**config.mk**
```make
export PLATFORM = sky130hd
export DESIGN_NAME = gray_conv_arbiter
export DESIGN_NICKNAME = d
export VERILOG_FILES = /design/src/rtl/gray_conv_arbiter.sv
export SDC_FILE = /design/constraint.sdc
export NUM_CORES = 1
export LEC_CHECK = 0
export ABC_AREA = 0
export CORE_MARGIN = 4
export CORE_UTILIZATION = 42
export CTS_CLUSTER_DIAMETER = 30
export DETAILED_ROUTE_END_ITERATION = 16
export PLACE_DENSITY = 0.88
export SYNTH_ARGS = -nofsm -noshare
export SYNTH_HDL_FRONTEND = slang
export SYNTH_SLANG_ARGS = --single-unit
```
**constraint.sdc**
```tcl
create_clock -name i_clk -period 2 [get_ports i_clk]
set_clock_uncertainty 0.2 [all_clocks]
set_input_delay 0.4 -clock i_clk [delete_from_list [all_inputs] [get_ports i_clk]]
set_output_delay 0.4 -clock i_clk [all_outputs]
set_load 0.01 [all_outputs]
```
**src/rtl/gray_conv_arbiter.sv**
```systemverilog
// Two-requester round-robin front end for a shared binary/Gray converter.
// One-entry registered response slot, drained through a valid/ready port.
module gray_conv_arbiter #(
    parameter int BW_DATA = 8
) (
    input  logic               i_clk,
    input  logic               i_rst,
    input  logic               i_req0_valid,
    output logic               o_req0_ready,
    input  logic               i_req0_mode,
    input  logic [BW_DATA-1:0] i_req0_data,
    input  logic               i_req1_valid,
    output logic               o_req1_ready,
    input  logic               i_req1_mode,
    input  logic [BW_DATA-1:0] i_req1_data,
    output logic               o_rsp_valid,
    input  logic               i_rsp_ready,
    output logic [BW_DATA-1:0] o_rsp_data,
    output logic               o_rsp_id,
    output logic               o_rsp_mode,
    output logic               o_busy
);

    logic               last_grant;
    logic               can_accept;
    logic               grant0;
    logic               grant1;
    logic               take0;
    logic               take1;
    logic               sel_mode;
    logic [BW_DATA-1:0] sel_data;
    logic [BW_DATA-1:0] conv_data;

    function automatic logic [BW_DATA-1:0] bin_to_gray(
        input logic [BW_DATA-1:0] b
    );
        return b ^ (b >> 1);
    endfunction

    function automatic logic [BW_DATA-1:0] gray_to_bin(
        input logic [BW_DATA-1:0] g
    );
        logic [BW_DATA-1:0] b;
        b[BW_DATA-1] = g[BW_DATA-1];
        for (int i = BW_DATA - 2; i >= 0; i--) begin
            b[i] = b[i+1] ^ g[i];
        end
        return b;
    endfunction

    // Round-robin grant; on contention the requester not served last wins.
    always_comb begin
        can_accept   = !o_rsp_valid | i_rsp_ready;
        grant0       = i_req0_valid & (!i_req1_valid | last_grant);
        grant1       = i_req1_valid & (!i_req0_valid | !last_grant);
        o_req0_ready = !i_rst & can_accept & grant0;
        o_req1_ready = !i_rst & can_accept & grant1;
        take0        = o_req0_ready & i_req0_valid;
        take1        = o_req1_ready & i_req1_valid;
        o_busy       = o_rsp_valid | i_req0_valid | i_req1_valid;
    end

    // Mux the granted operand into the single shared converter.
    always_comb begin
        sel_mode  = take1 ? i_req1_mode : i_req0_mode;
        sel_data  = take1 ? i_req1_data : i_req0_data;
        conv_data = sel_mode ? gray_to_bin(sel_data)
                             : bin_to_gray(sel_data);
    end

    // Response slot: load on accept, clear on drain, hold under backpressure.
    always_ff @(posedge i_clk) begin
        if (i_rst) begin
            o_rsp_valid <= 1'b0;
            o_rsp_data  <= '0;
            o_rsp_id    <= 1'b0;
            o_rsp_mode  <= 1'b0;
            last_grant  <= 1'b1;
        end else if (take0 | take1) begin
            o_rsp_valid <= 1'b1;
            o_rsp_data  <= conv_data;
            o_rsp_id    <= take1;
            o_rsp_mode  <= sel_mode;
            last_grant  <= take1;
        end else if (o_rsp_valid & i_rsp_ready) begin
            o_rsp_valid <= 1'b0;
        end
    end

endmodule

```
==> After elaboration in Yosys (flattened, before gate mapping) <==
Cells that the tools add are included.
{ "op_classes": {"mul": 0, "eq_ne": 0, "magnitude_cmp": 0, "div": 0, "bitwise_logic": 22, "add_sub_neg": 0, "n_shift": 0, "n_reduce_logical": 6, "muxes": 5} }
{ "ops": {"columns": ["operator", "count"], "rows": [
  ["8-bit two-way mux", 2],
  ["1-bit AND", 8],
  ["8-bit by 7-bit bitwise XOR with 8-bit output", 1],
  ["1-bit bitwise XOR", 7],
  ["1-bit OR", 6],
  ["1-bit logical NOT", 5],
  ["1-bit two-way mux", 3],
  ["2-bit nonzero test", 1]
]} }
{ "totals": {"out_inout_bits": 14, "ff_bits": 12, "wordCells": 38, "latchBits": 0, "n_memories": 0, "input_bits": 23, "rom_bits": 0, "mem_bits_rw": 0} }

==> Longest topological paths before layout <==
Gate-level depths: netlist of the first run.
{ "depth": {"word_depth": 14, "mapped_depth": 8, "mapped_depth_nobuf": 7} }

==> Worst setup path after synthesis of the first run <==
Ideal clock, no wire load.
{ "synth_path": {"path_kind": "input port to flip-flop", "start": "input i_rsp_ready", "end": "register o_rsp_data[0]", "path_stages": 7, "arrival_time_ns": 1.549, "path_buffers": 0, "path_slack_ns": 0.115, "path_cell_list": "and2b_1 > nor2_1 > nand3_1 > inv_1 > or3_1 > o311ai_0 > o32ai_1"} }
{ "synth_between": {"elab_chain_cells": 13} }
{ "synth_rtl": {"columns": ["element", "line", "rtl"], "rows": [
  ["from (decl)", "17", "input logic i_rsp_ready,"],
  ["1-bit OR (*)", "53", "can_accept = !o_rsp_valid | i_rsp_ready;"],
  ["1-bit AND (*)", "56, 57", null],
  ["1-bit AND", "57", "o_req1_ready = !i_rst & can_accept & grant1;"],
  ["1-bit AND", "59", "take1 = o_req1_ready & i_req1_valid;"],
  ["8-bit two-way mux", "66", "sel_data = take1 ? i_req1_data : i_req0_data;"],
  ["1-bit bitwise XOR (7 in a row)", "46", "b[i] = b[i+1] ^ g[i];"],
  ["8-bit two-way mux", "67", "conv_data = sel_mode ? gray_to_bin(sel_data)"],
  ["to (signal assigned)", "81", "o_rsp_data <= conv_data;"],
  ["to (decl)", "18", "output logic [BW_DATA-1:0] o_rsp_data,"]
]} }
Every way passes the cells marked *; elsewhere a longest branch is shown, timed or not.
A chain may end at the register's enable or synchronous reset.

==> Worst setup path after layout of the first run <==
{ "layout_path": {"start": "input i_req0_valid", "end": "register o_rsp_data[0]"} }
{ "layout_between": {"elab_chain_cells": 14} }
{ "layout_rtl": {"columns": ["element", "line", "rtl"], "rows": [
  ["from (decl)", "8", "input logic i_req0_valid,"],
  ["1-bit logical NOT", "55", "grant1 = i_req1_valid & (!i_req0_valid | !last_grant);"],
  ["1-bit OR", "55", null],
  ["1-bit AND", "55", null],
  ["1-bit AND", "57", null],
  ["1-bit AND", "59", null],
  ["8-bit two-way mux", "66", null],
  ["1-bit bitwise XOR (7 in a row)", "46", null],
  ["8-bit two-way mux", "67", null]
]} }
Several ways; a longest one is shown, not always the timed one.

==> results of run 1 <==
## repair_timing
item,in CTS,in global routing
endpoints found under the setup margin,9,7
resized for setup,25,12
pin swaps,5,6
setup buffers,2,1
endpoints found under the hold margin,0,0
## flip-flops by register name, indices dropped and copies added, names as in the netlist
signal	cells
o_rsp_data	8
last_grant	1
o_rsp_id	1
o_rsp_mode	1
o_rsp_valid	1
## report_power, final
group / total [W] / switching, W / internal (W)
logic: 0.000448 / 0.000197 / 0.000251
registers: 0.000283 / 0.0000159 / 0.000267
clock network: 0.000193 / 0.0000828 / 0.000111
total: 0.000924 / 0.000296 / 0.000629
## layout make-up
type                            instances  area [um2]
Multi-Input combinational cell         89         712
Clock buffer                            4        36.3
Timing Repair Buffer                   68         598
Tap cell                               27        33.8
Fill cell                             118         383
Inverter                                5        18.8
Sequential cell                        12         240
## cells by family after synthesis
logic type	Yosys count	synth area share, %
xor gates and xnor gates	31	34.1
AOI/OAI and AO/OA	19	15.2
and+or+nand+nor	38	20.1
muxes	1	1.09
DFF	12	26.1
buffers and inverters	8	3.40
## worst max path at each step
stage | from | endpoint | slack (ns) | depth (start not counted)
floorplan | i_rsp_ready | o_rsp_data[0]$_SDFFE_PP0P_ | 0.11 | 7
global placement | i_rsp_ready | o_req1_ready | -0.62 | 6
detailed placement | i_rsp_ready | o_req1_ready | -0.66 | 6
CTS | i_req0_data[5] | o_rsp_data[1]$_SDFFE_PP0P_ | 0.001 | 6
global route | i_req0_valid | o_rsp_data[0]$_SDFFE_PP0P_ | -0.05 | 8
finish | i_req0_valid | o_rsp_data[0]$_SDFFE_PP0P_ | -0.008 | 8
## per-stage QoR
stage,cell area (um2),hold slack (ns),utilization (%)
finish,1640,0.260,81.1
global route,1640,0.299,81.1
CTS,1590,0.260,78.7
detailed placement,1520,0.250,75.2
global placement,1520,0.243,75.2
floorplan,921,0.236,-
## cell usage after synthesis, drive strengths merged
cell type | instances | area (um2)
mux2i | 1 | 10.0
a311oi | 2 | 17.5
xnor3 | 2 | 45.0
and3 | 1 | 6.26
inv | 5 | 18.8
nor2b | 1 | 6.26
buf | 1 | 5.00
a211oi | 3 | 22.5
o32ai | 3 | 26.3
clkbuf | 2 | 7.51
o211ai | 1 | 7.51
nor3 | 2 | 21.3
nand3 | 1 | 5.00
nor2 | 12 | 45.0
or3 | 3 | 18.8
o21ai | 2 | 10.0
o221ai | 1 | 8.76
a221o | 1 | 10.0
o311ai | 1 | 8.76
a211o | 1 | 8.76
xnor2 | 19 | 166
dfxtp | 12 | 240
and2b | 1 | 7.51
nand3b | 1 | 7.51
nand2 | 13 | 48.8
xor2 | 10 | 103
a21oi | 4 | 20.0
nand2b | 3 | 18.8
## critical path, cell delays in order
cell and delay, ns:
clkdlybuf4s50_1 0.50, nand2_1 0.08, nand3_2 0.12, inv_2 0.05, buf_4 0.16, or3_1 0.37
o311ai_0 0.13, o32ai_1 0.13
## layer usage
metal  GRT usage [%]  vias to the layer above  wire length (um)
met4            6.22                        0                66
met5               0                        -                 0
met2            44.1                       54              1630
li1                -                      511                 -
met3            1.91                       10               198
met1            20.5                      510              1040
==> results.ini, run 1 <==
[floorplan]
die_x_um=54.8
die-area_um2=3010
die_h_um=54.8
rows=16
coreArea_um2=2020
start_util_pct=45.5
num_io_pins=37

[clock_network]
tritoncts=built
clk_path_buf_depth=2
holdBufCountCts=0
clkTransAtPathRegs_ns=0.08
cts_made_buffers=3
insertion_delay_ns=0.27
htree_num_levels=1
clock_sinks=12
cts_root_buf=clkbuf_4

[detailed_routing]
viasPerCell=5.29
drtAntennaViolNets=0
drc=0
detail_route.wl_per_cell_um=14.3
firstDrtPassIters=4
num_vias=1085
drt_wl_total_um=2940
drt-initial-drc-count=26

[timing]
rsz0062_at_grt=true
worst_slack_ns=-0.00842
fmax_ghz=0.498
worst_slew_pin_slew_ns=0.362
slew_viol_final=0
hold_viol=0
setup_tns_ns=-0.00842
setup_viol=1
layout_min_cycle_time_ns=2.01
slew-limit-headroom_pct=75.6
final.period_utilization_pct=100

[pwr]
total_power_w=0.000924
ir_worst_vdd_mv=0.334
leakage_nw=0.743
powerDensity_nw_per_um2=564

[critical_path]
path_class=in2reg
critPathArrivalTime_ns=1.95
r2r_cells=7
regToRegStartpoint=o_rsp_valid$_SDFFE_PP0P_
crit_path_start_kind=primary input
r2r_setup_slack_ns=0.05
worstReg2RegEnd=o_rsp_data[0]$_SDFFE_PP0P_
crit_required_ns=1.94
endpoint_kind=flop
critPathMaxFanout=10

[layout]
fin_nets=202
layout_commonest_cell=buf_4
layout_common_cells=buf_4 (32), clkdlybuf4s50_1 (23), xnor2_1 (17), nand2_1 (12), dfxtp_1 (12)
layout.cells.non_filler=205
syn_to_final_growth_pct=78.0
diodes=0
drive_gt1_share_pct=31.5

[run_status]
violations=setup timing
status=finished with violations

[grt]
grt_first_pass_wirelength_um=4590
overflow=0
grt.total_usage_pct=20.9
grt_pass1_vias=1095
grt_start_max_net_pins=14
antenna_found_initial=0

[logic_synthesis]
syn_nets=132
synth-seq-cells=12
seq_area_frac_synth_pct=26.1
syn_inst=109
synth.distinct_cells=30
ys_warn_count=0
netlist_area_um2=921
post_synth.cell_area_avg_um2=8.45

[placement]
preCtsSetupSlack_ns=-0.660
numPortBuffers=36
dp_cells=198
gp_congestion=0.909
hpwl_um=2180

[flow_run]
max_cap_viol_count=0

[min_path]
min_to=o_rsp_data[6]$_SDFFE_PP0P_
whs_path_depth=2
hp-start=o_rsp_data[6]$_SDFFE_PP0P_
hold_class=reg2reg

Power figures use the tool's default switching activity.
==> run 2, diff against run 1 <==
--- a/config.mk
+++ b/config.mk
@@ -10,7 +10,7 @@
 export CORE_UTILIZATION = 42
 export CTS_CLUSTER_DIAMETER = 30
 export DETAILED_ROUTE_END_ITERATION = 16
-export PLACE_DENSITY = 0.88
+export PLACE_DENSITY = 0.78
 export SYNTH_ARGS = -nofsm -noshare
 export SYNTH_HDL_FRONTEND = slang
 export SYNTH_SLANG_ARGS = --single-unit
==> run 2 against run 1 <==
The flow now finishes without violations. Design area down 1.1%. Register-to-register slack better by 0.04 ns. Utilization down 0.93 points. Non-clock buffer count down 2. Clock-buffer cell count unchanged. Die area unchanged. Sequential cell count unchanged. Hold slack worse by 0.0085 ns. Maximum frequency up 2.0%. Sequential share of layout area up 0.17 points. Worst setup slack better by 0.039 ns. Cell count down 0.98%. Highest routed layer unchanged.
==> results.ini, run 2 (synthesis gave the netlist of run 1 again) <==
[timing]
rsz0062_at_grt=true  ; unchanged
worst_hold_slack_ns=0.251  ; was 0.260 ns
slew_viol_final=0  ; unchanged
setup_viol=0  ; was 1
hold_viol=0  ; unchanged
slew-limit-headroom_pct=78.5  ; was 75.6%
worst_slew_pin_slew_ns=0.322  ; was 0.362 ns
final.period_utilization_pct=98.5  ; was 100%
layout_min_cycle_time_ns=1.97  ; was 2.01 ns
fmax_ghz=0.508  ; was 0.498 GHz

[min_path]
hp-start=o_rsp_data[6]$_SDFFE_PP0P_  ; unchanged
whs_path_depth=2  ; unchanged
min_to=o_rsp_data[6]$_SDFFE_PP0P_  ; unchanged
hold_class=reg2reg  ; unchanged

[layout]
fin_nets=200  ; was 202
layout_commonest_cell=buf_4  ; unchanged
syn_to_final_growth_pct=76.0  ; was 78.0%
fin_util_pct=80.1  ; was 81.1%
layout.cells.non_filler=203  ; was 205
top_register=o_rsp_data  ; unchanged
diodes=0  ; unchanged
layout_common_cells=buf_4 (29), clkdlybuf4s50_1 (23), xnor2_1 (17), nand2_1 (12), dfxtp_1 (12)  ; was buf_4 (32), clkdlybuf4s50_1 (23), xnor2_1 (17), nand2_1 (12), dfxtp_1 (12)
largest_reg_flops=8  ; unchanged
fillers=136  ; was 118
drive_gt1_share_pct=30.1  ; was 31.5%

[critical_path]
path_common_cell=buf_6
crit_path_start_kind=primary input  ; unchanged
path_class=in2out  ; was in2reg
r2r_cells=9  ; was 7
crit_path_cell_trace=dlygate4sd2_1, and2b_2, nor2_2, nand3_2, buf_6, inv_4, buf_6  ; was clkdlybuf4s50_1, nand2_1, nand3_2, inv_2, buf_4, or3_1, o311ai_0, o32ai_1
critPathArrivalTime_ns=1.37  ; was 1.95 ns
worstReg2RegEnd=o_rsp_data[0]$_SDFFE_PP0P_  ; unchanged
regToRegStartpoint=o_rsp_valid$_SDFFE_PP0P_  ; unchanged
crit_required_ns=1.40  ; was 1.94 ns
critPathMaxFanout=3  ; was 10
r2r_setup_slack_ns=0.09  ; was 0.05 ns
slowest_delay_ns=0.25  ; was 0.50 ns
slowest_stage=and2b_2  ; was clkdlybuf4s50_1
endpoint_kind=output port  ; was flop

[clock_network]
clock_sinks=12  ; unchanged
insertion_delay_ns=0.28  ; was 0.27 ns
clk_path_buf_depth=2  ; unchanged
cts_made_buffers=3  ; unchanged
htree_num_levels=1  ; unchanged
tritoncts=built  ; unchanged
cts_root_buf=clkbuf_4  ; unchanged
clkTransAtPathRegs_ns=0.07  ; was 0.08 ns

[pwr]
powerDensity_nw_per_um2=568  ; was 564 nW/um2
total_power_w=0.000920  ; was 0.000924 W
ir_worst_vdd_mv=0.466  ; was 0.334 mV
leakage_nw=0.714  ; was 0.743 nW

[grt]
grt.total_usage_pct=20.4  ; was 20.9%
overflow=0  ; unchanged
grt_start_max_net_pins=14  ; unchanged
grt_first_pass_wirelength_um=4300  ; was 4590 um
grt_pass1_vias=1057  ; was 1095
antenna_found_initial=0  ; unchanged

[detailed_routing]
drt_wl_total_um=2860  ; was 2940 um
drtAntennaViolNets=0  ; unchanged
detail_route.wl_per_cell_um=14.1  ; was 14.3 um
drt-initial-drc-count=8  ; was 26
firstDrtPassIters=4  ; unchanged
viasPerCell=5.17  ; was 5.29
drc=0  ; unchanged
num_vias=1050  ; was 1085

[run_status]
status=completed  ; was finished with violations

[floorplan]
start_util_pct=45.5  ; unchanged
num_io_pins=37  ; unchanged
die_h_um=54.8  ; unchanged
die-area_um2=3010  ; unchanged
die_x_um=54.8  ; unchanged
coreArea_um2=2020  ; unchanged
rows=16  ; unchanged

[flow_run]
max_cap_viol_count=0  ; unchanged

[placement]
gp_congestion=0.842  ; was 0.909
hpwl_um=2150  ; was 2180 um
dp_cells=195  ; was 198
numPortBuffers=36  ; unchanged

-- run 2: cell count changes in the layout (fill, tap and decap cells not counted), sizes merged --
cell	change
dlymetal6s2s	-3
buf	-2
clkbuf	-1
dlygate4sd2	+4
-- run 2: area by class of cell --
cell class | instances | area, um2 | area share [%]
clock buffer | 4 | 36.3 | 2.24
inverter | 5 | 21.3 | 1.31
multi-input combinational | 89 | 709 | 43.8
sequential | 12 | 240 | 14.8
tap | 27 | 33.8 | 2.08
timing repair buffer | 66 | 579 | 35.8
-- run 2: per-stage QoR --
stage	cell area (um2)	setup slack, ns	setup TNS, ns
detailed placement	1500	-0.744	-5.47
global placement	1500	-0.692	-4.81
global route	1620	-0.0196	-0.0432
floorplan	921	0.115	0
CTS	1580	0.00943	0
finish	1620	0.0309	0
-- run 2: worst max-delay path by stage --
stage                   start                    endpoint  cells after the start
6_report          i_rsp_ready                o_req1_ready                      7
5_1_grt           i_rsp_ready  o_rsp_data[0]$_SDFFE_PP0P_                     10
4_1_cts        i_req1_data[7]  o_rsp_data[1]$_SDFFE_PP0P_                      6
3_5_place_dp      i_rsp_ready                o_req1_ready                      6
3_3_place_gp      i_rsp_ready                o_req0_ready                      7
2_1_floorplan     i_rsp_ready  o_rsp_data[0]$_SDFFE_PP0P_                      7
-- run 2: power breakdown --
group          total (W)  internal [W]  switching [W]  leakage [nW]
clock network   0.000198      0.000111      0.0000874        0.0210
logic           0.000440      0.000247       0.000193         0.593
registers       0.000282      0.000267      0.0000144        0.0996
total           0.000920      0.000625       0.000295         0.714
-- run 2: critical path: cells and delay by family --
family	cells	cell delay, ns
simple gates	3	0.49
buf+inv	4	0.48
-- run 2: what timing repair did --
item / 4_1_cts / 5_1_grt
hold buffers: 0 / 0
endpoints found under the setup margin: 11 / 6
pin swaps: 9 / 3
gates resized for setup: 31 / 6
buffers inserted: 2 / 2
-- run 2: layer usage --
layer / GRT usage (%) / share of wire (%)
met3: 5.45 / 7.7
met2: 39.6 / 53
met5: 0 / 0
met4: 9.13 / 2.8
met1: 19.6 / 37
